[src/rtl/writeback_unit_pkg.sv]
// writeback_unit_pkg: load funct3 codes and FSM state encodings shared by the writeback slice.
package writeback_unit_pkg;
   localparam logic [2:0] LD_LB  = 3'b000;
   localparam logic [2:0] LD_LH  = 3'b001;
   localparam logic [2:0] LD_LW  = 3'b010;
   localparam logic [2:0] LD_LBU = 3'b100;
   localparam logic [2:0] LD_LHU = 3'b101;
   localparam logic [0:0] ST_IDLE     = 1'b0;
   localparam logic [0:0] ST_WAIT_MEM = 1'b1;
endpackage

[src/rtl/writeback_unit_align.sv]
// load_align: selects the byte/halfword lane of a load word and sign/zero-extends it.
module load_align
   import writeback_unit_pkg::*;
(
   input  logic [2:0]  funct3_i,
   input  logic [1:0]  addr_lo_i,
   input  logic [31:0] rdata_i,
   output logic [31:0] data_o
);
   logic [15:0] half;
   logic [7:0]  byte_v;
   assign half   = addr_lo_i[1] ? rdata_i[31:16] : rdata_i[15:0];
   assign byte_v = addr_lo_i[0] ? half[15:8] : half[7:0];
   assign data_o = funct3_i == LD_LW  ? rdata_i :
                   funct3_i == LD_LB  ? {{24{byte_v[7]}}, byte_v} :
                   funct3_i == LD_LH  ? {{16{half[15]}}, half} :
                   funct3_i == LD_LBU ? {24'b0, byte_v} :
                   funct3_i == LD_LHU ? {16'b0, half} : rdata_i;
endmodule

[src/rtl/writeback_unit.sv]
// writeback_unit: merges ALU results and load responses onto the register-file write port.
// Optional load timeout enabled by defining WB_TIMEOUT_EN.
module writeback_unit
   import writeback_unit_pkg::*;
#(
   parameter int LOAD_TIMEOUT = 16
)(
   input  logic        I_clk,
   input  logic        I_rst,
   input  logic        I_alu_valid,
   input  logic [3:0]  I_alu_rd,
   input  logic [31:0] I_alu_data,
   input  logic        I_ld_valid,
   input  logic [3:0]  I_ld_rd,
   input  logic [2:0]  I_ld_funct3,
   input  logic [1:0]  I_ld_addr_lo,
   input  logic        I_mem_rvalid,
   input  logic [31:0] I_mem_rdata,
   output logic        O_ld_ready,
   output logic        O_stall,
   output logic        O_pend_valid,
   output logic [3:0]  O_pend_rd,
   output logic        O_regwen,
   output logic [3:0]  O_rd,
   output logic [31:0] O_data,
   output logic        O_ld_err
);
   if (LOAD_TIMEOUT < 2) begin : g_cfg_chk
      $error("LOAD_TIMEOUT must be >= 2");
   end
   logic [0:0]  state_q, state_d;
   logic [3:0]  pend_rd_q, pend_rd_d, skid_rd_q, skid_rd_d, rd_q, rd_d;
   logic [2:0]  f3_q, f3_d;
   logic [1:0]  lo_q, lo_d;
   logic        skid_v_q, skid_v_d, regwen_q, regwen_d;
   logic [31:0] skid_data_q, skid_data_d, data_q, data_d, ld_data;
   logic        resp, tmo, ld_acc, ld_wr, alu_acc;
   load_align u_align (.funct3_i(f3_q), .addr_lo_i(lo_q), .rdata_i(I_mem_rdata), .data_o(ld_data));
   assign O_ld_ready   = state_q == ST_IDLE && !skid_v_q;
   assign O_stall      = skid_v_q;
   assign O_pend_valid = state_q == ST_WAIT_MEM;
   assign O_pend_rd    = pend_rd_q;
   assign O_regwen     = regwen_q;
   assign O_rd         = rd_q;
   assign O_data       = data_q;
   assign resp    = state_q == ST_WAIT_MEM && I_mem_rvalid;
   assign ld_acc  = I_ld_valid && O_ld_ready;
   assign ld_wr   = (resp || tmo) && pend_rd_q != 4'd0;
   assign alu_acc = I_alu_valid && !skid_v_q && I_alu_rd != 4'd0;
`ifdef WB_TIMEOUT_EN
   localparam int CW = $clog2(LOAD_TIMEOUT);
   logic [CW-1:0] cnt_q, cnt_d;
   logic          err_q;
   assign tmo      = state_q == ST_WAIT_MEM && !I_mem_rvalid && cnt_q == CW'(LOAD_TIMEOUT - 1);
   assign cnt_d    = (state_q == ST_WAIT_MEM && !resp && !tmo) ? cnt_q + 1'b1 : '0;
   assign O_ld_err = err_q;
   always_ff @(posedge I_clk or posedge I_rst) begin
      if (I_rst) begin
         cnt_q <= '0;
         err_q <= 1'b0;
      end else begin
         cnt_q <= cnt_d;
         err_q <= tmo;
      end
   end
`else
   assign tmo      = 1'b0;
   assign O_ld_err = 1'b0;
`endif
   // Load response outranks the skid, which outranks a fresh ALU result.
   always_comb begin
      state_d     = ld_acc ? ST_WAIT_MEM : (resp || tmo) ? ST_IDLE : state_q;
      pend_rd_d   = ld_acc ? I_ld_rd : pend_rd_q;
      f3_d        = ld_acc ? I_ld_funct3 : f3_q;
      lo_d        = ld_acc ? I_ld_addr_lo : lo_q;
      skid_v_d    = ld_wr && (skid_v_q || alu_acc);
      skid_rd_d   = (ld_wr && alu_acc) ? I_alu_rd : skid_rd_q;
      skid_data_d = (ld_wr && alu_acc) ? I_alu_data : skid_data_q;
      regwen_d    = ld_wr || skid_v_q || alu_acc;
      rd_d        = ld_wr ? pend_rd_q : skid_v_q ? skid_rd_q : alu_acc ? I_alu_rd : rd_q;
      data_d      = ld_wr ? (resp ? ld_data : 32'd0) : skid_v_q ? skid_data_q : alu_acc ? I_alu_data : data_q;
   end
   always_ff @(posedge I_clk or posedge I_rst) begin
      if (I_rst) begin
         state_q     <= ST_IDLE;
         pend_rd_q   <= '0;
         f3_q        <= '0;
         lo_q        <= '0;
         skid_v_q    <= 1'b0;
         skid_rd_q   <= '0;
         skid_data_q <= '0;
         regwen_q    <= 1'b0;
         rd_q        <= '0;
         data_q      <= '0;
      end else begin
         state_q     <= state_d;
         pend_rd_q   <= pend_rd_d;
         f3_q        <= f3_d;
         lo_q        <= lo_d;
         skid_v_q    <= skid_v_d;
         skid_rd_q   <= skid_rd_d;
         skid_data_q <= skid_data_d;
         regwen_q    <= regwen_d;
         rd_q        <= rd_d;
         data_q      <= data_d;
      end
   end
endmodule
[config.mk]
export PLATFORM = sky130hd
export DESIGN_NAME = writeback_unit
export DESIGN_NICKNAME = d
export VERILOG_FILES = /design/src/rtl/writeback_unit_pkg.sv /design/src/rtl/writeback_unit_align.sv /design/src/rtl/writeback_unit.sv
export SDC_FILE = /design/constraint.sdc
export NUM_CORES = 1
export LEC_CHECK = 0
export BUFFER_PORTS_ARGS = -buffer_cell sky130_fd_sc_hd__buf_2
export CORE_ASPECT_RATIO = 2
export CORE_UTILIZATION = 49
export DETAILED_ROUTE_END_ITERATION = 10
export PLACE_DENSITY = 0.87
export SLEW_MARGIN = 15
export SYNTH_ARGS = -nofsm -noshare
export SYNTH_HDL_FRONTEND = slang
export SYNTH_HIERARCHICAL = 1
export SYNTH_SLANG_ARGS = --single-unit
[constraint.sdc]
create_clock -name I_clk -period 2.1 [get_ports I_clk]
set_input_delay 0.105 -clock I_clk [delete_from_list [all_inputs] [get_ports I_clk]]
set_output_delay 0.105 -clock I_clk [all_outputs]
set_load 0.03 [all_outputs]
==> reports/metrics.cfg <==
[worst_setup_path]
timing.rr.start=O_pend_rd[0]
cp.arrival_ps=2190
cp-start-kind=register
cp_slowest_cell=or4_1
cp.required_ps=2320
worst-path-max-fanout=23
slowest_delay_ps=540
cp_cell_sequence=or4_1, and4b_2, buf_12, mux2_4
worstReg2RegEnd=skid_data_q[18]
r2r_slack_ps=130
critPathKind=reg2reg
rr_worst_depth=4
end_kind=register

[sta]
clock_skew_ps=13.6
final-max-slew-violation-count=0
finalCritPeriodShare=0.938
tns_ps=0
hold_viol_final=0
fin_crit_ps=1970
fmax_mhz=508
worstMarginPinSlew_ps=633
rsz0062_at_grt=false
relSlewSlack=0.577
setup_viol_count_final=0

[pwr]
powerDensity_mw_per_mm2=1220
leakage_nw=2.98
ir_worst_vdd_v=0.000652

[yosys]
synth_largest_area_cell=dfrtp_1
yosys.area_share.simple=0.141
synth_top_family_by_area=multiplexers
syn_area_mm2=0.00526
yosysWarningCount=6
netlist.area_leader.share=0.399
synth_compound_area_frac=0.171
avgSynthCellArea_um2=10.6
ys_ff_latch=84
synth-async-reset-ratio=1.00
syn_inst=498
yosys.area_share.adder=0
synth_nets=580
synthMuxAreaShare=0.228
ys_types=49
synth-main-ff-cell=dfrtp_1
synth-xor-area-share=0
synth-edff-count=0
yosysSeqAreaShare=0.399
synth.area.top_cells=dfrtp_1, mux2i_1, mux2_4

[final_layout]
nNetsFinal=691
final_area_mm2=0.00639
multi_input_area_mm2=0.00285
drive_gt1_frac=0.415
final_util=0.610
regArea_mm2=0.00211
area_growth_pct=21.4
nFillCells=906

[route]
drc_errors=0
dr.first_iter.drc_count=316
vias=4499
routed_wl_um=14600
wl_per_cell_um=19.4
vias_per_cell=5.98
drtPass1Iterations=5
postRouteAntennaNets=0

[clocking]
htreeDepth=3
cts.sinks=84
clock_latency_ps=350
clkTransAtPathRegs_ps=70
cts_root_buffer=clkbuf_16
cts-buffers-inserted=9
postCtsSetupBuffers=0
clock_path_buffers=2
cts_tree=yes

[die]
die_height_um=149
initial_utilization=0.502
fp-row-count=53
coreArea_mm2=0.0105
fp.dieW_um=75.3
ios=127
die-area_mm2=0.0112

[run]
max_cap_violations=0

[placement]
gp_congestion=0.926
hpwl_um=10600
port_buffers=125
post_dp_cell_area_mm2=0.00599

[hold_path]
hold-path-cell-count=2
worstHoldEndpoint=skid_data_q[12]
worstHoldPathType=in2reg
min_from=I_alu_data[12]

[grt]
grtUsageTotal=0.277
grt_max_degree=85
grt_pass1_wl_um=23300
overflow=0
grt_pass1_vias=4667
antenna_found_initial=1

[outcome]
status=finished, final reports clean

[report_power, final]
| part | switching [W] | total [W] | leakage (nW) | internal, W |
|---|---|---|---|---|
| clock network | 0.000705 | 0.00165 | 0.149 | 0.000943 |
| registers | 0.000485 | 0.00275 | 0.988 | 0.00227 |
| logic | 0.00177 | 0.00341 | 1.84 | 0.00164 |
| total | 0.00296 | 0.00781 | 2.98 | 0.00485 |
[final cells by class]
cell class,instances,area share
multi-input combinational,354,0.446
clock buffer,9,0.0352
timing repair buffer,153,0.144
sequential,84,0.330
clock inverter,7,0.0131
inverter,7,0.00470
tap,137,0.0268
antenna,1,0.000392
[cells in the mapped netlist, types with 4 or more instances]
cell type and instances:
o2111a_1 4, inv_1 6, nand2_1 47, a22oi_1 7, a32o_1 4, a22o_1 9, dfrtp_1 84, mux2_2 19
or3_1 36, nor2_1 7, a221o_1 7, and3_1 30, o21ai_0 38, clkbuf_1 34, mux2_4 30, o22ai_1 4
a31o_2 32, mux2i_1 47, buf_2 10
[worst max-delay path by stage]
stage,start,endpoint,slack (ps),cells past startpoint
floorplan,O_pend_rd[0],skid_data_q[10],50,6
global placement,O_pend_rd[0],skid_data_q[6],180,4
detailed placement,O_pend_rd[0],skid_data_q[6],160,4
CTS,O_pend_rd[0],skid_data_q[18],140,4
global route,O_pend_rd[0],O_rd[3],60,5
finish,O_pend_rd[0],skid_data_q[18],130,4
[cell usage in the layout, fill, tap and decap left out, drive strengths merged, types with 32 or more instances in the layout]
| cell | count |
|---|---|
| buf | 144 |
| dfrtp | 84 |
| mux2 | 49 |
| nand2 | 47 |
| mux2i | 47 |
| o21ai | 38 |
| or3 | 36 |
| a31o | 32 |
| and3 | 32 |
[per-stage QoR]
| step | setup WS, ps | power (W) | cells | hold WS (ps) |
|---|---|---|---|---|
| final | 130 | 0.00781 | 752 | 9.15 |
| after global routing | 57.8 | 0.00821 | 752 | 4.93 |
| after CTS | 141 | 0.00782 | 751 | 1.21 |
| after detailed placement | 158 | 0.00614 | 726 | 270 |
| after global placement | 181 | 0.00601 | 726 | 261 |
| after floorplan | 45.5 | 0.00522 | 498 | 253 |
[state kept, by name, summed over array words and instances (netlist names)]
signal,cells
lo_q,2
O_pend_valid,1
skid_data_q,32
f3_q,3
O_stall,1
O_rd,4
O_data,32
skid_rd_q,4
O_regwen,1
O_pend_rd,4
[metal layers]
| layer | share of wire | wire length [um] | GRT usage | up-vias |
|---|---|---|---|---|
| met3 | 0.046 | 669 | 0.0440 | 45 |
| met5 | 0 | 0 | 0 | - |
| met1 | 0.38 | 5520 | 0.318 | 2202 |
| met4 | 0.047 | 688 | 0.166 | 0 |
| li1 | - | - | - | 2071 |
| met2 | 0.53 | 7750 | 0.467 | 181 |
[critical path: cells and delay by family, from the launching register on]
kind                   cells  cell delay, ps
AND/OR/NAND/NOR            2             890
flip-flops                 1             400
multiplexers               1             310
buffers and inverters      1             220
[cells by family (layout without fill, tap and decap cells)]
kind of cell,after synthesis,after routing
other cells,1,2
buf+inv,60,176
compound gates,118,118
simple gates,136,136
mux,99,99
flops,84,84
[what timing repair did]
| action | CTS | global route |
|---|---|---|
| resized for setup | 0 | 0 |
| hold endpoints to repair | 92 | 0 |
| hold buffers | 9 | 0 |
| endpoints found under the setup margin | 0 | 0 |
Power figures use the tool's default switching activity.
